**src/rtl/rtc_lectura_bus_if.sv**
```systemverilog
// Multiplexed A/D bus between the FPGA reader (master) and the RTC (slave).
interface rtc_lectura_bus_if;
    logic [7:0] ad_in;
    logic [7:0] ad_out;
    logic       ad_oe;
    logic       ad_sel;
    logic       cs_n;
    logic       rd_n;
    logic       wr_n;

    modport master (input ad_in, output ad_out, ad_oe, ad_sel, cs_n, rd_n, wr_n);
    modport slave  (output ad_in, input ad_out, ad_oe, ad_sel, cs_n, rd_n, wr_n);
endinterface

```
**src/rtl/rtc_lectura_bus.sv**
```systemverilog
// RTC bus reader: sweeps the nine time/date/timer registers and commits all
// valid BCD bytes together so every displayed field comes from one sweep.

// Per-field shadow/commit slot; one instance per direccion index.
module rtc_lectura_campo #(
    parameter logic [7:0] RST_VAL = 8'h00
) (
    input  logic       clk_i,
    input  logic       rst_ni,
    input  logic       cap_i,
    input  logic       ok_i,
    input  logic       commit_i,
    input  logic [7:0] byte_i,
    output logic [7:0] val_o
);
    logic [7:0] shadow_q, val_q;
    logic       ok_q;

    always_ff @(posedge clk_i or negedge rst_ni) begin
        if (!rst_ni) begin
            shadow_q <= RST_VAL;
            ok_q     <= 1'b0;
            val_q    <= RST_VAL;
        end else begin
            if (cap_i) begin
                shadow_q <= byte_i;
                ok_q     <= ok_i;
            end
            if (commit_i && ok_q) val_q <= shadow_q;
        end
    end

    assign val_o = val_q;
endmodule

module rtc_lectura_bus #(
    parameter int         T_STB    = 4,
    parameter int         T_GAP    = 2,
    parameter bit         CMD_EN   = 1'b1,
    parameter logic [7:0] CMD_ADDR = 8'hF0,
    parameter logic [7:0] CMD_DATA = 8'hF0
) (
    input  logic                    clk_i,
    input  logic                    reset_ni,
    input  logic                    start_i,
    input  logic                    hold_i,
    rtc_lectura_bus_if.master       bus,
    output logic                    busy_o,
    output logic                    done_o,
    output logic                    bcd_err_o,
    output logic [3:0]              field_idx_o,
    output logic [7:0]              hora_o,
    output logic [7:0]              minutos_o,
    output logic [7:0]              segundos_o,
    output logic [7:0]              dia_o,
    output logic [7:0]              mes_o,
    output logic [7:0]              anno_o,
    output logic [7:0]              temp_hora_o,
    output logic [7:0]              temp_min_o,
    output logic [7:0]              temp_seg_o
);
    localparam int P  = T_STB + T_GAP;
    localparam int CW = $clog2(P);
    localparam logic [CW-1:0] CNT_LAST = CW'(P - 1);
    localparam logic [CW-1:0] STB_LAST = CW'(T_STB - 1);

    typedef enum logic [2:0] {S_IDLE, S_CMD_A, S_CMD_D, S_ADDR, S_RDAT, S_COMMIT} state_e;

    state_e        state_q, state_d;
    logic [CW-1:0] cnt_q, cnt_d;
    logic [3:0]    fidx_q, fidx_d;
    logic          err_q, err_d;
    logic          cs_n_q, cs_n_d, rd_n_q, rd_n_d, wr_n_q, wr_n_d;
    logic          ad_oe_q, ad_oe_d, ad_sel_q, ad_sel_d;
    logic [7:0]    ad_out_q, ad_out_d;
    logic          busy_q, busy_d, done_q, done_d, bcd_err_q, bcd_err_d;
    logic          phase_end, cap, bad, strobe, in_phase, wr_phase, commit;

    function automatic logic [7:0] addr_of(input logic [3:0] f);
        case (f)
            4'd0:    addr_of = 8'h23;
            4'd1:    addr_of = 8'h22;
            4'd2:    addr_of = 8'h21;
            4'd3:    addr_of = 8'h24;
            4'd4:    addr_of = 8'h25;
            4'd5:    addr_of = 8'h26;
            4'd6:    addr_of = 8'h43;
            4'd7:    addr_of = 8'h42;
            4'd8:    addr_of = 8'h41;
            default: addr_of = 8'h00;
        endcase
    endfunction

    always_comb begin
        state_d   = state_q;
        cnt_d     = cnt_q;
        fidx_d    = fidx_q;
        err_d     = err_q;
        phase_end = (cnt_q == CNT_LAST);
        cap       = (state_q == S_RDAT) && (cnt_q == STB_LAST);
        bad       = (bus.ad_in[7:4] > 4'd9) || (bus.ad_in[3:0] > 4'd9);
        if (cap && bad) err_d = 1'b1;

        case (state_q)
            S_IDLE: begin
                fidx_d = '0;
                cnt_d  = '0;
                if (start_i && !hold_i) begin
                    state_d = CMD_EN ? S_CMD_A : S_ADDR;
                    err_d   = 1'b0;
                end
            end
            S_COMMIT: begin
                state_d = S_IDLE;
                fidx_d  = '0;
                cnt_d   = '0;
            end
            default: begin
                cnt_d = phase_end ? '0 : cnt_q + CW'(1);
                if (phase_end) begin
                    case (state_q)
                        S_CMD_A: state_d = S_CMD_D;
                        S_CMD_D: state_d = S_ADDR;
                        S_ADDR:  state_d = S_RDAT;
                        default: begin
                            if (fidx_q == 4'd8) state_d = S_COMMIT;
                            else begin
                                state_d = S_ADDR;
                                fidx_d  = fidx_q + 4'd1;
                            end
                        end
                    endcase
                end
            end
        endcase

        // Bus outputs are decoded from the next state so they land registered
        // on the same edge the state changes.
        strobe   = (cnt_d <= STB_LAST);
        in_phase = state_d inside {S_CMD_A, S_CMD_D, S_ADDR, S_RDAT};
        wr_phase = state_d inside {S_CMD_A, S_CMD_D, S_ADDR};
        cs_n_d   = !(in_phase && strobe);
        wr_n_d   = !(wr_phase && strobe);
        rd_n_d   = !((state_d == S_RDAT) && strobe);
        ad_oe_d  = wr_phase && strobe;
        ad_sel_d = !((state_d == S_CMD_A) || (state_d == S_ADDR));
        ad_out_d = ad_out_q;
        case (state_d)
            S_CMD_A: ad_out_d = CMD_ADDR;
            S_CMD_D: ad_out_d = CMD_DATA;
            S_ADDR:  ad_out_d = addr_of(fidx_d);
            default: ad_out_d = ad_out_q;
        endcase
        busy_d    = in_phase;
        done_d    = (state_d == S_COMMIT);
        bcd_err_d = done_d && err_d;
    end

    always_ff @(posedge clk_i or negedge reset_ni) begin
        if (!reset_ni) begin
            state_q   <= S_IDLE;
            cnt_q     <= '0;
            fidx_q    <= '0;
            err_q     <= 1'b0;
            cs_n_q    <= 1'b1;
            rd_n_q    <= 1'b1;
            wr_n_q    <= 1'b1;
            ad_oe_q   <= 1'b0;
            ad_sel_q  <= 1'b1;
            ad_out_q  <= '0;
            busy_q    <= 1'b0;
            done_q    <= 1'b0;
            bcd_err_q <= 1'b0;
        end else begin
            state_q   <= state_d;
            cnt_q     <= cnt_d;
            fidx_q    <= fidx_d;
            err_q     <= err_d;
            cs_n_q    <= cs_n_d;
            rd_n_q    <= rd_n_d;
            wr_n_q    <= wr_n_d;
            ad_oe_q   <= ad_oe_d;
            ad_sel_q  <= ad_sel_d;
            ad_out_q  <= ad_out_d;
            busy_q    <= busy_d;
            done_q    <= done_d;
            bcd_err_q <= bcd_err_d;
        end
    end

    // Commit lands on the edge that closes the COMMIT cycle, gated by hold then.
    assign commit = (state_q == S_COMMIT) && !hold_i;

    logic [8:0][7:0] fld;

    for (genvar i = 0; i < 9; i++) begin : g_campo
        rtc_lectura_campo #(
            .RST_VAL((i == 3 || i == 4) ? 8'h01 : 8'h00)
        ) u_campo (
            .clk_i    (clk_i),
            .rst_ni   (reset_ni),
            .cap_i    (cap && (fidx_q == 4'(i))),
            .ok_i     (!bad),
            .commit_i (commit),
            .byte_i   (bus.ad_in),
            .val_o    (fld[i])
        );
    end

    assign bus.ad_out  = ad_out_q;
    assign bus.ad_oe   = ad_oe_q;
    assign bus.ad_sel  = ad_sel_q;
    assign bus.cs_n    = cs_n_q;
    assign bus.rd_n    = rd_n_q;
    assign bus.wr_n    = wr_n_q;
    assign busy_o      = busy_q;
    assign done_o      = done_q;
    assign bcd_err_o   = bcd_err_q;
    assign field_idx_o = fidx_q;
    assign hora_o      = fld[0];
    assign minutos_o   = fld[1];
    assign segundos_o  = fld[2];
    assign dia_o       = fld[3];
    assign mes_o       = fld[4];
    assign anno_o      = fld[5];
    assign temp_hora_o = fld[6];
    assign temp_min_o  = fld[7];
    assign temp_seg_o  = fld[8];
endmodule
```
**src/flat_wrapper.sv**
```systemverilog
// flat-port wrapper written by rule: the top's interface ports become plain ports
module rtc_lectura_bus_flat 
#(
    parameter int         T_STB    = 4,
    parameter int         T_GAP    = 2,
    parameter bit         CMD_EN   = 1'b1,
    parameter logic [7:0] CMD_ADDR = 8'hF0,
    parameter logic [7:0] CMD_DATA = 8'hF0
)
  (clk_i, reset_ni, start_i, hold_i, busy_o, done_o, bcd_err_o, field_idx_o, hora_o, minutos_o, segundos_o, dia_o, mes_o, anno_o, temp_hora_o, temp_min_o, temp_seg_o, bus_ad_in, bus_ad_out, bus_ad_oe, bus_ad_sel, bus_cs_n, bus_rd_n, bus_wr_n);
  rtc_lectura_bus_if bus_i ();
  input  logic clk_i;
  input  logic reset_ni;
  input  logic start_i;
  input  logic hold_i;
  output logic busy_o;
  output logic done_o;
  output logic bcd_err_o;
  output logic [3:0] field_idx_o;
  output logic [7:0] hora_o;
  output logic [7:0] minutos_o;
  output logic [7:0] segundos_o;
  output logic [7:0] dia_o;
  output logic [7:0] mes_o;
  output logic [7:0] anno_o;
  output logic [7:0] temp_hora_o;
  output logic [7:0] temp_min_o;
  output logic [7:0] temp_seg_o;
  input wire logic [$bits(bus_i.ad_in)-1:0] bus_ad_in;
  output wire logic [$bits(bus_i.ad_out)-1:0] bus_ad_out;
  output wire logic [$bits(bus_i.ad_oe)-1:0] bus_ad_oe;
  output wire logic [$bits(bus_i.ad_sel)-1:0] bus_ad_sel;
  output wire logic [$bits(bus_i.cs_n)-1:0] bus_cs_n;
  output wire logic [$bits(bus_i.rd_n)-1:0] bus_rd_n;
  output wire logic [$bits(bus_i.wr_n)-1:0] bus_wr_n;
  assign bus_i.ad_in = bus_ad_in;
  assign bus_ad_out = bus_i.ad_out;
  assign bus_ad_oe = bus_i.ad_oe;
  assign bus_ad_sel = bus_i.ad_sel;
  assign bus_cs_n = bus_i.cs_n;
  assign bus_rd_n = bus_i.rd_n;
  assign bus_wr_n = bus_i.wr_n;
  rtc_lectura_bus #(.T_STB(T_STB), .T_GAP(T_GAP), .CMD_EN(CMD_EN), .CMD_ADDR(CMD_ADDR), .CMD_DATA(CMD_DATA)) u_core (.clk_i(clk_i), .reset_ni(reset_ni), .start_i(start_i), .hold_i(hold_i), .bus(bus_i), .busy_o(busy_o), .done_o(done_o), .bcd_err_o(bcd_err_o), .field_idx_o(field_idx_o), .hora_o(hora_o), .minutos_o(minutos_o), .segundos_o(segundos_o), .dia_o(dia_o), .mes_o(mes_o), .anno_o(anno_o), .temp_hora_o(temp_hora_o), .temp_min_o(temp_min_o), .temp_seg_o(temp_seg_o));
endmodule
```
**config.mk**
```make
export PLATFORM = sky130hd
export DESIGN_NAME = rtc_lectura_bus_flat
export DESIGN_NICKNAME = d
export VERILOG_FILES = /design/src/rtl/rtc_lectura_bus_if.sv /design/src/rtl/rtc_lectura_bus.sv /design/src/flat_wrapper.sv
export SDC_FILE = /design/constraint.sdc
export NUM_CORES = 1
export LEC_CHECK = 0
export ABC_AREA = 0
export CORE_UTILIZATION = 40
export DETAILED_ROUTE_END_ITERATION = 8
export PLACE_DENSITY = 0.73
export SKIP_LAST_GASP = 1
export SLEW_MARGIN = 20
export SYNTH_ARGS = -nofsm -noshare
export SYNTH_HDL_FRONTEND = slang
export SYNTH_SLANG_ARGS = --single-unit
```
**constraint.sdc**
```tcl
create_clock -name clk_i -period 2.85 [get_ports clk_i]
set_clock_uncertainty 0.2 [all_clocks]
set_input_delay 0.57 -clock clk_i [delete_from_list [all_inputs] [get_ports clk_i]]
set_output_delay 0.57 -clock clk_i [all_outputs]
set_load 0.01 [all_outputs]
```
# Yosys cells after proc, flatten, opt, wreduce, memory -nomap -nowiden
# Memory sizes are Yosys's and may differ from the RTL's.
# Cells that the tools add are included.
[word_totals]
regBits = 180
latchBits = 0
ram_bits = 0
mem_bits_ro = 80
output_inout_bits = 92
elab_cells = 123
memories = 1
[classes]
addsub = 2
mul = 0
div_mod_pow = 0
order_cmp = 3
n_eq_ne = 20
shifts = 0
n_mux = 15
n_bitwise = 0
reduce_logical = 42
[memory_table]
columns = ["name", "depth", "word_bits", "read_ports", "rd_clocked_by_memory_dff", "write_ports", "line_no", "text"]
rows = [
  ["(no name shown)", 16, 5, 1, 0, 0, "rtc_lectura_bus.sv:80", "case (f)"],
]
[op_table]
columns = ["operator", "count"]
rows = [
  ["1-bit logical AND", 26],
  ["4-bit by 3-bit == test with 1-bit output (second input constant)", 4],
  ["4-bit two-way mux", 4],
  ["8-bit one-hot mux with 2 select lines", 1],
  ["3-bit by 2-bit == test with 1-bit output (second input constant)", 5],
  ["3-bit == test (second input constant)", 5],
  ["3-bit two-way mux", 5],
  ["3-bit one-hot mux with 3 select lines", 1],
  ["4-bit by 2-bit == test with 1-bit output (second input constant)", 2],
  ["4-bit greater-than comparator (second input constant)", 2],
  ["3-bit by 1-bit == test with 1-bit output (second input constant)", 2],
  ["1-bit zero test", 6],
  ["3-bit one-hot mux with 2 select lines", 1],
  ["4-bit by 1-bit adder with 4-bit output (second input constant)", 1],
  ["4-bit by 1-bit == test with 1-bit output (second input constant)", 1],
  ["4-bit == test (second input constant)", 1],
  ["4-bit zero test", 1],
  ["4-bit nonzero test", 1],
  ["2-bit OR reduction", 2],
  ["3-bit by 1-bit adder with 3-bit output (second input constant)", 1],
  ["3-bit by 2-bit less-or-equal comparator with 1-bit output (second input constant)", 1],
  ["3-bit zero test", 1],
  ["1-bit two-way mux", 3],
  ["3-bit nonzero test", 1],
  ["other kinds (3)", 4],
]

# Logic depth before layout (Yosys ltp)
[depth]
depth_word = 9
ltp_mapped = 7
ltp_nobuf = 7

# By module
# From an unflattened synthesis, not the netlist that was laid out.
[hier_totals]
hier_cells = 482
hier_area_um2 = 7184.4
[by_module_without_submodules]
columns = ["module", "n_inst", "cells_per_inst", "area_per_inst_um2"]
rows = [
  ["rtc_lectura_campo (u_core.g_campo[0].u_campo ...)", 7, 36, 630.6],
  ["rtc_lectura_bus", 1, 158, 1503.9],
  ["rtc_lectura_campo (u_core.g_campo[3].u_campo ...)", 2, 36, 633.1],
]

# Worst setup path after synthesis
# No wires, ideal clock.
[synth_timing]
path_type = "register to register"
startpoint = "reg u_core.fidx_q[0], in the netlist u_core.field_idx_o[0]"
endpoint = "reg u_core.ad_out_q[6], in the netlist u_core.bus.ad_out[6]"
setup_time_ps = 126
t_arrival_ps = 1753
t_required_ps = 2524
path_slack_ps = 771
stages_incl_launch_ff = 8
path_buffers = 0
synth_period_minus_slack_ps = 2079
path_cell_list = "dfrtp_1 inv_1 ha_1 nand3b_1 a31o_1 a21oi_2 nor4b_1 o32a_1"
[synth_lines]
columns = ["element", "line_no", "text"]
rows = [
  ["start: declaration", "rtc_lectura_bus.sv:71", "logic [3:0] fidx_q, fidx_d;"],
  ["start signal: assignment", "rtc_lectura_bus.sv:177", "fidx_q <= fidx_d;"],
  ["4-bit by 1-bit adder with 4-bit output or 4-bit == test (tied branches)", "rtc_lectura_bus.sv:129, rtc_lectura_bus.sv:126", ""],
  ["4-bit two-way mux", "rtc_lectura_bus.sv:126", "if (fidx_q == 4'd8) state_d = S_COMMIT;"],
  ["4-bit two-way mux", "rtc_lectura_bus.sv:121", "case (state_q)"],
  ["4-bit two-way mux *", "rtc_lectura_bus.sv:120", "if (phase_end) begin"],
  ["4-bit two-way mux *", "rtc_lectura_bus.sv:104", "case (state_q)"],
  ["net u_core.fidx_d[0]", "rtc_lectura_bus.sv:71", ""],
  ["memory 16 x 5 bit *", "-", ""],
  ["8-bit one-hot mux with 2 select lines *", "rtc_lectura_bus.sv:148", "case (state_d)"],
  ["end signal: assignment", "rtc_lectura_bus.sv:184", "ad_out_q <= ad_out_d;"],
  ["end: declaration", "rtc_lectura_bus.sv:75", "logic [7:0] ad_out_q, ad_out_d;"],
]
# Mark *: on every way through the listed nets, which the timed path passes. The rest lies on a longest branch. The select of a mux whose other input is x is not followed.
# A chain may end at the register's enable or synchronous reset.

# Final worst setup path
[layout_timing]
startpoint = "reg u_core.cnt_q[0]"
endpoint = "reg u_core.g_campo[2].u_campo.shadow_q[1]"
[layout_via]
elab_chain_cells = 3
[layout_rtl]
columns = ["element", "line_no", "text"]
rows = [
  ["start: declaration", "rtc_lectura_bus.sv:70", "logic [CW-1:0] cnt_q, cnt_d;"],
  ["start signal: assignment", "rtc_lectura_bus.sv:176", "cnt_q <= cnt_d;"],
  ["3-bit by 2-bit == test with 1-bit output", "rtc_lectura_bus.sv:100", "cap = (state_q == S_RDAT) && (cnt_q == STB_LAST);"],
  ["1-bit logical AND", "rtc_lectura_bus.sv:100", ""],
  ["1-bit logical AND", "rtc_lectura_bus.sv:202", ".cap_i (cap && (fidx_q == 4'(i))),"],
  ["end signal: assignment", "rtc_lectura_bus.sv:26", "shadow_q <= byte_i;"],
  ["end: declaration", "rtc_lectura_bus.sv:16", "logic [7:0] shadow_q, val_q;"],
]
# No other way between the ends.

==> qor.csv <==
stage,metric,value,unit
status,status,"finished, final reports clean",
grt,vias in the first global route,4536,
cells_and_area,fill cell instance count of the final layout,1440,
floorplan,Core Area,0.01742,mm2
hold_path,worst min-delay path class,reg -> reg,
setup_path,Worst setup EP type,flop,
cells_and_area,multi-input logic area,0.002590,mm2
floorplan,FP Rows,48,
setup_path,worst flop-to-flop path endpoint,u_core.g_campo[2].u_campo.shadow_q[1],
grt,largest net degree at the start of global routing,64,
floorplan,initial core utilization,41.37,%
hold_path,hold path start,u_core.g_campo[7].u_campo.shadow_q[2],
sta,fin crit share,85.36,%
cells_and_area,P&R area growth vs syn,25.86,%
sta,achievable frequency,411.1,MHz
grt,first-pass GRT wire length,24980,um
cts,Clock Tree Root,clkbuf_16,
logic_synthesis,Post-synth EDFFs,0,
sta,Final min period,2.433,ns
logic_synthesis,Post-Synthesis Cells,488,
cts,Skew-Pair Late Insertion Delay,0.43,ns
sta,Slew @ Worst Pin,0.5928,ns
logic_synthesis,top_reg_cell synth,dfrtp_1,
grt,GRT Util Overall,18.39,%
logic_synthesis,Yosys cell types,57,
drt,DR WL/cell,18.47,um
setup_path,register-to-register path setup slack,0.42,ns
placement,PortBufs,102,
sta,normalized max-slew margin,60.30,%
sta,Final WS setup,0.4173,ns
cts,clk slew on worst S/H paths,0.07,ns
logic_synthesis,dominant cell type by area after synthesis,dfrtp_1,
setup_path,CP Data Required Time,2.96,ns
job,Max Cap Violations,0,
logic_synthesis,Synthesized Nets,505,
sta,RSZ-0062 raised after global routing,no,
cells_and_area,FF+latch area,0.004464,mm2
placement,placed cells,808,
logic_synthesis,asr flop ratio synth,100.0,%
placement,pre-CTS setup slack,0.3543,ns
setup_path,Crit Path Max Fanout,9,
floorplan,Die Area,0.01855,mm2
setup_path,worst setup path class,reg -> reg,
placement,Detailed Place HPWL,10870,um
cells_and_area,Final #Nets,620,
sta,Final TNS setup,0,ns
grt,initial antenna violation count,0,
drt,Vias,4290,
cts,total CTS buffers,17,
floorplan,Die X-Extent,136.2,um
cells_and_area,Antenna diodes,0,
logic_synthesis,register bit total from synthesis,178,
logic_synthesis,yosys warns,0,
drt,Detailed Route WL,15530,um
drt,1st-iter DRT viols,290,
sta,Final setup viols,0,
cts,CTS tree,yes,
setup_path,reg2reg start,u_core.cnt_q[0],
logic_synthesis,post-synthesis sequential area ratio,61.96,%
setup_path,Worst Reg-to-Reg Cells,6,
cells_and_area,post-route insts no fill,841,
cts,H-tree Lvls,4,
sta,final hold vios,0,
logic_synthesis,Syn Area/Cell,14.77,um2
power,Worst VDD drop,0.0004053,V
drt,Detailed Routing Iterations Pass 1,4,
power,Pwr Density,548.9,mW/mm2
hold_path,Hold Path Sink,u_core.g_campo[7].u_campo.val_o[2],
setup_path,crit path DAT,2.54,ns
cts,clock sink total,178,
setup_path,startpoint types,flop,
grt,global route overflow,0,
logic_synthesis,"top cells by area, synth","dfrtp_1 (59%), mux2_1 (13%), mux2_2 (11%)",
sta,max-slew violation count,0,
cells_and_area,proportion of layout cells with a drive suffix above 1,23.54,%
power,Leak,4.308,nW
cts,CTS Buffer Depth,2,
drt,# DRC,0,
logic_synthesis,most frequent cell after synthesis,dfrtp_1,
drt,remaining antenna violation count,0,
drt,via/cell ratio,5.101,
floorplan,number of top-level pins,104,
floorplan,die height,136.2,um
sta,hold slack,0.2737,ns
logic_synthesis,Synth top cells by count,"dfrtp_1 (170), mux2_1 (80), mux2_2 (69), nor2_1 (13), nand2_1 (12)",
logic_synthesis,share of the synthesized area in the top cell type,59.04,%
placement,Placer Congestion,0.8291,
hold_path,hold path cells,1,
logic_synthesis,Syn Std Cell Area,0.007206,mm2
cts,post-CTS setup repair buffer count,0,
==> sequential cells by signal, indices dropped and copies added (netlist names), 3 cells and up <==
register / cells
u_core.bus.ad_out: 6
u_core.cnt_q: 3
u_core.field_idx_o: 4
u_core.g_campo.u_campo.ok_q: 9
u_core.g_campo.u_campo.shadow_q: 72
u_core.g_campo.u_campo.val_o: 72
u_core.state_q: 3
==> worst max-delay path, stage by stage, from the launching register on <==
cell and delay (ns):
dfrtp_1 0.44, and2_1 0.16, ha_1 0.17, nand4bb_1 0.16, nor3_1 0.29, and2_1 0.49
mux2_2 0.40
==> worst max path at each step <==
stage,from,end,slack (ns),cells past startpoint
after global routing,u_core.cnt_q[0],u_core.g_campo[2].u_campo.shadow_q[5],0.23,6
after detailed placement,hold_i,u_core.bus.ad_out[5],0.35,6
after floorplan,u_core.field_idx_o[0],u_core.bus.ad_out[6],0.77,7
after CTS,u_core.cnt_q[0],u_core.g_campo[2].u_campo.shadow_q[5],0.39,6
after global placement,hold_i,u_core.bus.ad_out[5],0.42,6
final,u_core.cnt_q[0],u_core.g_campo[2].u_campo.shadow_q[1],0.42,6
==> stage by stage <==
step / instance area, um2 / utilization (%) / power, mW
6_report: 9069 / 52.07 / 4.978
5_1_grt: 9069 / 52.07 / 5.186
3_5_place_dp: 8509 / 48.86 / 2.873
4_1_cts: 9069 / 52.07 / 5.046
2_1_floorplan: 7206 / - / 2.729
3_3_place_gp: 8509 / 48.86 / 2.862
==> kinds of logic (layout without fill, tap and decap cells) <==
| group | Yosys count | count (layout) | synth area share (%) |
|---|---|---|---|
| simple gates | 73 | 73 | 6.494 |
| buf+inv | 30 | 158 | 2.101 |
| xor+xnor | 1 | 1 | 0.2258 |
| mux | 150 | 150 | 23.48 |
| fa+ha+maj | 6 | 6 | 1.007 |
| compound gates | 49 | 49 | 4.688 |
| flops | 178 | 178 | 61.96 |
| other cells | 1 | 1 | 0.05204 |
==> layer usage <==
layer | global-route usage (%) | vias to the layer above | wire, um
met3 | 5.966 | 5 | 984
met5 | 0 | - | 0
met4 | 5.741 | 0 | 73
met2 | 29.13 | 109 | 7527
met1 | 23.85 | 2208 | 6945
li1 | - | 1968 | -
==> area by class of cell <==
| cell class | count | share of cell area (%) |
|---|---|---|
| clock buffers | 17 | 4.691 |
| well taps | 225 | 3.104 |
| inverters | 9 | 0.3725 |
| repair buffers | 117 | 12.68 |
| multi-input cells | 280 | 28.56 |
| flip-flops and latches | 178 | 49.23 |
| clock inverters | 15 | 1.366 |
==> where the power goes <==
| part | switching, mW | total (mW) | internal [mW] |
|---|---|---|---|
| clock | 1.01 | 2.15 | 1.14 |
| combinational | 0.136 | 0.222 | 0.0865 |
| sequential | 0.0276 | 2.60 | 2.57 |
==> placed cells by master (no fill, tap or decap), drive strengths merged, types with 2 or more instances in the layout <==
cell           netlist  routed
a311o                2       2
dfstp                8       8
ha                   5       5
dfrtp              170     170
clkbuf               5      17
a21o                 2       2
o32a                 2       2
nor4                 2       2
inv                  9      17
o31ai                2       2
nand2               21      21
nand3                7       7
o21bai               2       2
buf                 16      15
a31oi                3       3
nand4                2       2
or2                  3       3
o21ai               17      17
a21oi                8       8
nor3                 6       6
nor2                14      14
and2                 7       7
mux2               149     149
clkdlybuf4s50        0     101
and3                 2       2
nand3b               3       3
clkinvlp             0       3
o21a                 2       2
clkinv               0       4
a41oi                2       2
==> repair_timing <==
item / in CTS / in global routing
resized for setup: 0 / 0
hold endpoints to repair: 53 / 0
hold buffers: 1 / 0
Power figures use the tool's default switching activity.
